$ cat src/rtl/sha_msg_schedule.sv
// SHA-2 message-schedule expander.
// Takes the 16 words of one padded block and streams out W[0..ROUNDS-1]
// over valid/ready, expanding W[16..] on the fly from a 16-word window.
module sha_msg_schedule #(
    parameter int WORD_W = 32
) (
    input  logic              clk,
    input  logic              rst_n,
    input  logic              start,
    input  logic              abort,
    input  logic              in_valid,
    output logic              in_ready,
    input  logic [WORD_W-1:0] in_word,
    output logic              out_valid,
    input  logic              out_ready,
    output logic [WORD_W-1:0] out_word,
    output logic [6:0]        out_index,
    output logic              busy,
    output logic              done
);

    if (!(WORD_W == 32 || WORD_W == 64)) begin : g_bad_width
        $error("sha_msg_schedule: WORD_W must be 32 or 64");
    end

    localparam int         ROUNDS = (WORD_W == 64) ? 80 : 64;
    localparam logic [6:0] T_LAST = 7'(ROUNDS - 1);
    localparam logic [6:0] T_LOAD = 7'd15;

    // SHA-256 vs SHA-512 rotate/shift amounts
    localparam int S0_R1 = (WORD_W == 64) ? 1  : 7;
    localparam int S0_R2 = (WORD_W == 64) ? 8  : 18;
    localparam int S0_SH = (WORD_W == 64) ? 7  : 3;
    localparam int S1_R1 = (WORD_W == 64) ? 19 : 17;
    localparam int S1_R2 = (WORD_W == 64) ? 61 : 19;
    localparam int S1_SH = (WORD_W == 64) ? 6  : 10;

    typedef enum logic [1:0] {S_IDLE, S_LOAD, S_EXPAND, S_DRAIN} state_t;

    function automatic logic [WORD_W-1:0] rotr(input logic [WORD_W-1:0] x, input int n);
        return (x >> n) | (x << (WORD_W - n));
    endfunction

    state_t            r_state, w_next;
    logic [6:0]        r_t;
    logic [WORD_W-1:0] r_buf [16];
    logic              r_out_valid;
    logic [WORD_W-1:0] r_out_word;
    logic [6:0]        r_out_index;

    logic              w_adv, w_in_ready, w_done;
    logic              w_take_in, w_take_exp, w_drop, w_t_clr;
    logic [WORD_W-1:0] w_s0, w_s1, w_new, w_src;

    // Output register is a single stage: it may be refilled whenever it is
    // empty or being consumed this cycle.
    assign w_adv = !r_out_valid || out_ready;

    // Expansion from the window: buf[15]=W[t-1] ... buf[0]=W[t-16]
    assign w_s0  = rotr(r_buf[1], S0_R1) ^ rotr(r_buf[1], S0_R2) ^ (r_buf[1] >> S0_SH);
    assign w_s1  = rotr(r_buf[14], S1_R1) ^ rotr(r_buf[14], S1_R2) ^ (r_buf[14] >> S1_SH);
    assign w_new = w_s1 + r_buf[9] + w_s0 + r_buf[0];
    assign w_src = w_take_exp ? w_new : in_word;

    // State register
    always_ff @(posedge clk or negedge rst_n) begin
        if (!rst_n) r_state <= S_IDLE;
        else        r_state <= w_next;
    end

    // Next-state and per-cycle control; abort overrides everything
    always_comb begin
        w_next     = r_state;
        w_in_ready = 1'b0;
        w_done     = 1'b0;
        w_take_in  = 1'b0;
        w_take_exp = 1'b0;
        w_drop     = 1'b0;
        w_t_clr    = 1'b0;
        case (r_state)
            S_IDLE: begin
                if (start) begin
                    w_next  = S_LOAD;
                    w_t_clr = 1'b1;
                end
            end
            S_LOAD: begin
                w_in_ready = w_adv;
                if (in_valid && w_adv) begin
                    w_take_in = 1'b1;
                    if (r_t == T_LOAD) w_next = S_EXPAND;
                end else if (out_ready) begin
                    w_drop = 1'b1;
                end
            end
            S_EXPAND: begin
                if (w_adv) begin
                    w_take_exp = 1'b1;
                    if (r_t == T_LAST) w_next = S_DRAIN;
                end
            end
            S_DRAIN: begin
                if (out_ready) begin
                    w_done = 1'b1;
                    w_drop = 1'b1;
                    w_next = S_IDLE;
                end
            end
            default: w_next = S_IDLE;
        endcase
        if (abort) begin
            w_next     = S_IDLE;
            w_in_ready = 1'b0;
            w_done     = 1'b0;
            w_take_in  = 1'b0;
            w_take_exp = 1'b0;
            w_drop     = 1'b0;
            w_t_clr    = 1'b0;
        end
    end

    // Datapath: output register, window shift and round counter
    always_ff @(posedge clk or negedge rst_n) begin
        if (!rst_n) begin
            r_out_valid <= 1'b0;
            r_out_word  <= '0;
            r_out_index <= '0;
            r_t         <= '0;
            for (int i = 0; i < 16; i++) r_buf[i] <= '0;
        end else if (abort) begin
            r_out_valid <= 1'b0;
        end else if (w_take_in || w_take_exp) begin
            r_out_valid <= 1'b1;
            r_out_word  <= w_src;
            r_out_index <= r_t;
            for (int i = 0; i < 15; i++) r_buf[i] <= r_buf[i+1];
            r_buf[15]   <= w_src;
            // counter parks on the last round instead of running past it
            if (!(w_take_exp && r_t == T_LAST)) r_t <= r_t + 7'd1;
        end else begin
            if (w_drop)  r_out_valid <= 1'b0;
            if (w_t_clr) r_t <= '0;
        end
    end

    assign in_ready  = w_in_ready;
    assign out_valid = r_out_valid;
    assign out_word  = r_out_word;
    assign out_index = r_out_index;
    assign busy      = (r_state != S_IDLE);
    assign done      = w_done;

endmodule

$ cat config.mk
export PLATFORM = sky130hd
export DESIGN_NAME = sha_msg_schedule
export DESIGN_NICKNAME = d
export VERILOG_FILES = /design/src/rtl/sha_msg_schedule.sv
export SDC_FILE = /design/constraint.sdc
export NUM_CORES = 1
export LEC_CHECK = 0
export BUFFER_PORTS_ARGS = -buffer_cell sky130_fd_sc_hd__buf_2
export CAP_MARGIN = 20
export CELL_PAD_IN_SITES_DETAIL_PLACEMENT = 1
export CELL_PAD_IN_SITES_GLOBAL_PLACEMENT = 1
export CORE_MARGIN = 2
export CORE_UTILIZATION = 48
export CTS_CLUSTER_DIAMETER = 40
export DETAILED_ROUTE_END_ITERATION = 7
export PLACE_DENSITY = 0.87
export SYNTH_ARGS = -nofsm -noshare
export SYNTH_HDL_FRONTEND = slang
export SYNTH_SLANG_ARGS = --single-unit
export TNS_END_PERCENT = 30
$ cat constraint.sdc
create_clock -name clk -period 5.25 [get_ports clk]
set_input_delay 0.2625 -clock clk [delete_from_list [all_inputs] [get_ports clk]]
set_output_delay 0.2625 -clock clk [all_outputs]
set_load 0.03 [all_outputs]
==> impl.org <==
** Synth
- The number of nets handed over by synthesis was 2968.
- Synthesized area per cell :: 8.81 sq um
- Adder-cell area share of the yosys netlist :: 6.83%
- The synthesized design contains 529 register bits.
- Area share of xor/xnor cells in the synthesized design :: 4.85%
- The synthesized netlist contains 58 unique library cells.
- Multiplexer cells account for 1.40% of the synthesized area.
- Summing the areas of all compound-gate instances in the mapped netlist gives 5.69% of the synthesized area.
- In this run the cell area of the synthesized design comes to 24900 sq um.
- Synthesis produced 2831 cells.
- After synthesis, flip-flops and latches occupy 53.1% of the total area.
- Main combinational cell family by area after synthesis :: simple AND/OR/NAND/NOR gates
- Number of enable flip-flop cells after synthesis :: 0
- Flip-flop cell with the highest count after synthesis :: sky130_fd_sc_hd__dfrtp_1
- Count of warnings emitted by yosys :: 0
- Post-synthesis share of cell area spent on and, or, nand and nor gates :: 22.6%
- After synthesis, the share of flip-flops with an asynchronous set or reset is 100%.

** Clocking
- CTS sink cnt :: 529
- # resized after CTS :: 0
- Total clock buffers created by CTS :: 82
- Clock transition at the register clock pins on the worst setup and hold paths after CTS :: 0.06 ns
- TritonCTS clock tree :: done
- The root buffer cell chosen for the clock tree is sky130_fd_sc_hd__clkbuf_16.
- For the worst-skew pair, the clock arrives at the later sink with an insertion delay of 0.66 ns.
- Maximum root-to-sink buffer count :: 3
- The H-tree generated during clock tree synthesis spans 3 levels.

** Worst hold path
- Class of the most critical hold timing path :: primary input to flip-flop

** Global routing
- The number of global-route vias before repair is 21700.
- In the global route stage, overall resource usage came out at 30.6%.
- Number of antenna violations at the first check in global routing :: 1
- Entering global routing, the biggest net connects 232 pins.
- After global routing the overflow that remains totals 0.
- Global-route wire length before repair :: 126 mm

** STA
- Post-Route Skew :: 0.0375 ns
- In the finished design, the share of the clock period the worst path needs comes to 84.6%.
- Achievable frequency :: 225 MHz
- Max-slew violation count :: 0
- Setup repair after global routing left no endpoint under its margin.
- Measured against its own limit, the worst slew margin works out to 25.1%.
- Clock period minus final worst setup slack :: 4.44 ns
- Setup violations remaining at the end of the flow were counted as 0.
- Once routing completed, OpenROAD measured the worst setup slack at 0.808 ns.
- Worst-Margin Slew :: 1.12 ns
- Final sum of negative setup slack :: 0 ns
- Final count of hold timing violations :: 0
- Final hold analysis gives a worst-case slack of 0.0260 ns.

** Drt
- Vias per cell :: 5.50
- Vias after detailed routing :: 19700
- The first detailed-routing pass took 5 iterations.
- Drt first-iter violations :: 1699
- After detailed routing, the number of remaining DRC violations is 0.
- Dividing the detail-routed wire length by the instance count gives 22.2 um.
- In this run the remaining antenna-violating nets after routing total 0.
- The routed design has 79.4 mm of wire.

** Floorplanning
- Top-level port count :: 81
- Chip width :: 232 um
- Die Ht :: 232 um
- Core box area :: 51300 sq um
- In this run the core area contains 83 standard-cell rows.
- The floorplan step defined a die boundary enclosing 53800 sq um.
- Starting utilization of the core area :: 48.6%

** Finish
- For this run, the post-layout net count is 2972.
- From synthesis to final layout, the design area changed by 15.0%.
- Multi-input combinational cell area :: 10300 sq um
- Summing all flip-flop and latch instances after layout gives 13200 sq um.
- The post-route netlist has 9.34% of its cells at a drive strength greater than 1.
- The finished layout holds 3582 standard cells, fillers aside.
- Number of inserted diodes :: 0
- Fill cell instance count of the final layout :: 5847

** Flow run
- Across the run, the number of max-cap violations was 0.

** Run status
- Run status :: finished, final reports clean

** Place
- Number of input and output port buffers inserted :: 80
- The congestion estimate from routability-driven global placement came to 0.947.
- Detailed placer's ending HPWL :: 48.3 mm
- The number of placed instances, taps included, is 3408.
- Prior to clock tree synthesis, the placed netlist has a worst setup slack of 1.03 ns.

** Critical path
- Data arrival time of the critical path :: 4.97 ns
- In this run the worst path has a maximum fanout of 5.
- STA classifies the critical path endpoint as a flip-flop.
- Critical path launch point type :: flip-flop
- Required time worst endpoint :: 5.78 ns
- Type of the setup path with the least slack :: flip-flop to flip-flop
## state kept, by name, indices dropped and copies added (netlist names)
register / count
out_index: 7
out_valid: 1
out_word: 32
r_buf: 480
r_state: 2
r_t: 7
## per-stage QoR
step	util, %	instance area, sq um
4_1_cts	55.9	28700
3_3_place_gp	49.8	25600
6_report	55.9	28700
5_1_grt	55.9	28700
2_1_floorplan	-	24900
3_5_place_dp	49.8	25600
## layer usage
| metal | vias up | global-route usage [%] | routed length [um] |
|---|---|---|---|
| li1 | 8737 | - | - |
| met1 | 10300 | 39.4 | 32900 |
| met2 | 534 | 51.6 | 39700 |
| met3 | 187 | 4.63 | 3740 |
| met4 | 0 | 13.1 | 3100 |
| met5 | - | 0 | 0 |
## critical path, stage by stage, from the launching register on
cell and delay (ns):
sky130_fd_sc_hd__dfrtp_1 0.47, sky130_fd_sc_hd__xor2_1 0.22, sky130_fd_sc_hd__xnor2_1 0.34, sky130_fd_sc_hd__fa_1 0.52
sky130_fd_sc_hd__fa_1 0.61, sky130_fd_sc_hd__inv_1 0.07, sky130_fd_sc_hd__ha_1 0.32, sky130_fd_sc_hd__a211o_1 0.34
sky130_fd_sc_hd__a211o_1 0.32, sky130_fd_sc_hd__nand3_1 0.11, sky130_fd_sc_hd__a21oi_1 0.12, sky130_fd_sc_hd__o31ai_2 0.51
sky130_fd_sc_hd__nor2_1 0.13, sky130_fd_sc_hd__a211oi_1 0.24
## final timing paths
check,from,endpoint,slack [ns],cells past startpoint
min in group asynchronous,rst_n,r_buf[378],0.27,2
max reg2reg,r_buf[457],out_word[26],0.81,13
min reg2reg,r_buf[98],r_buf[130],0.44,2
max in group asynchronous,rst_n,r_buf[39],3.56,3
max,r_buf[457],out_word[26],0.81,13
min,out_ready,out_valid,0.03,4
## layout make-up
type,instances,share of cell area (%)
sequential,529,46.2
multi-input combinational,1968,36.1
clock buffer,98,7.68
timing repair buffer,123,3.06
tap,680,2.97
clock inverter,53,2.35
inverter,131,1.71
## layout by cell type, fill, tap and decap left out, types with 11 or more instances in the layout
cell type / Yosys / layout
sky130_fd_sc_hd__nand2_1: 1342 / 1342
sky130_fd_sc_hd__dfrtp_1: 529 / 529
sky130_fd_sc_hd__o21ai_0: 139 / 139
sky130_fd_sc_hd__inv_1: 131 / 131
sky130_fd_sc_hd__clkbuf_16: 0 / 83
sky130_fd_sc_hd__buf_2: 7 / 79
sky130_fd_sc_hd__xor2_1: 74 / 74
sky130_fd_sc_hd__xnor2_1: 64 / 64
sky130_fd_sc_hd__fa_1: 62 / 62
sky130_fd_sc_hd__nor2_1: 42 / 42
sky130_fd_sc_hd__a21oi_1: 39 / 39
sky130_fd_sc_hd__ha_1: 37 / 37
sky130_fd_sc_hd__dlygate4sd3_1: 0 / 23
sky130_fd_sc_hd__mux2i_1: 17 / 17
sky130_fd_sc_hd__nand3_1: 16 / 16
sky130_fd_sc_hd__mux2_2: 16 / 16
sky130_fd_sc_hd__buf_4: 32 / 13
sky130_fd_sc_hd__nor3_1: 13 / 12
sky130_fd_sc_hd__inv_6: 0 / 12
sky130_fd_sc_hd__nand4_1: 11 / 11
## Yosys cell counts, types with 2 or more instances
| master | number | share of area (%) |
|---|---|---|
| sky130_fd_sc_hd__mux2_2 | 16 | 0.72 |
| sky130_fd_sc_hd__nor2_1 | 42 | 0.63 |
| sky130_fd_sc_hd__xnor2_1 | 64 | 2.2 |
| sky130_fd_sc_hd__and3_1 | 4 | 0.10 |
| sky130_fd_sc_hd__a211oi_1 | 6 | 0.18 |
| sky130_fd_sc_hd__inv_1 | 131 | 2.0 |
| sky130_fd_sc_hd__a21boi_0 | 4 | 0.12 |
| sky130_fd_sc_hd__fa_1 | 62 | 5.0 |
| sky130_fd_sc_hd__o21a_1 | 7 | 0.21 |
| sky130_fd_sc_hd__buf_4 | 32 | 0.96 |
| sky130_fd_sc_hd__nor2b_1 | 4 | 0.10 |
| sky130_fd_sc_hd__nand2_1 | 1342 | 20 |
| sky130_fd_sc_hd__o211ai_1 | 5 | 0.15 |
| sky130_fd_sc_hd__o31a_1 | 2 | 0.070 |
| sky130_fd_sc_hd__a21o_1 | 4 | 0.12 |
| sky130_fd_sc_hd__a21oi_1 | 39 | 0.78 |
| sky130_fd_sc_hd__nand4_1 | 11 | 0.28 |
| sky130_fd_sc_hd__ha_1 | 37 | 1.9 |
| sky130_fd_sc_hd__nand3_1 | 16 | 0.32 |
| sky130_fd_sc_hd__o31ai_2 | 2 | 0.10 |
| sky130_fd_sc_hd__o32ai_1 | 2 | 0.070 |
| sky130_fd_sc_hd__buf_2 | 7 | 0.14 |
| sky130_fd_sc_hd__or3_1 | 6 | 0.15 |
| sky130_fd_sc_hd__a31oi_1 | 7 | 0.18 |
| sky130_fd_sc_hd__mux2i_1 | 17 | 0.68 |
| sky130_fd_sc_hd__nor3_1 | 13 | 0.26 |
| sky130_fd_sc_hd__and2_1 | 3 | 0.075 |
| sky130_fd_sc_hd__clkbuf_1 | 163 | 2.5 |
| sky130_fd_sc_hd__or3b_2 | 2 | 0.070 |
| sky130_fd_sc_hd__o22ai_1 | 2 | 0.050 |
| sky130_fd_sc_hd__xor2_1 | 74 | 2.6 |
| sky130_fd_sc_hd__nor4_1 | 3 | 0.075 |
| sky130_fd_sc_hd__a211o_1 | 6 | 0.21 |
| sky130_fd_sc_hd__o21ai_0 | 139 | 2.8 |
| sky130_fd_sc_hd__o31ai_1 | 2 | 0.060 |
| sky130_fd_sc_hd__dfrtp_1 | 529 | 53 |
| sky130_fd_sc_hd__a311oi_1 | 2 | 0.070 |
| sky130_fd_sc_hd__nand2b_1 | 4 | 0.10 |
## logic make-up (layout without fill, tap and decap cells)
logic type	after synthesis	after routing
fa+ha+maj	99	99
buf+inv	334	405
compound gates	242	242
flops	529	529
xor+xnor	138	138
simple gates	1456	1456
mux	33	33
## repair_timing
| action | CTS | global route |
|---|---|---|
| setup buffers | 0 | 0 |
| hold endpoints to repair | 116 | 0 |
| hold buffers | 23 | 0 |
Power is not shown: default switching activity piles up to over one toggle a cycle in this logic, so the estimate is an artifact.
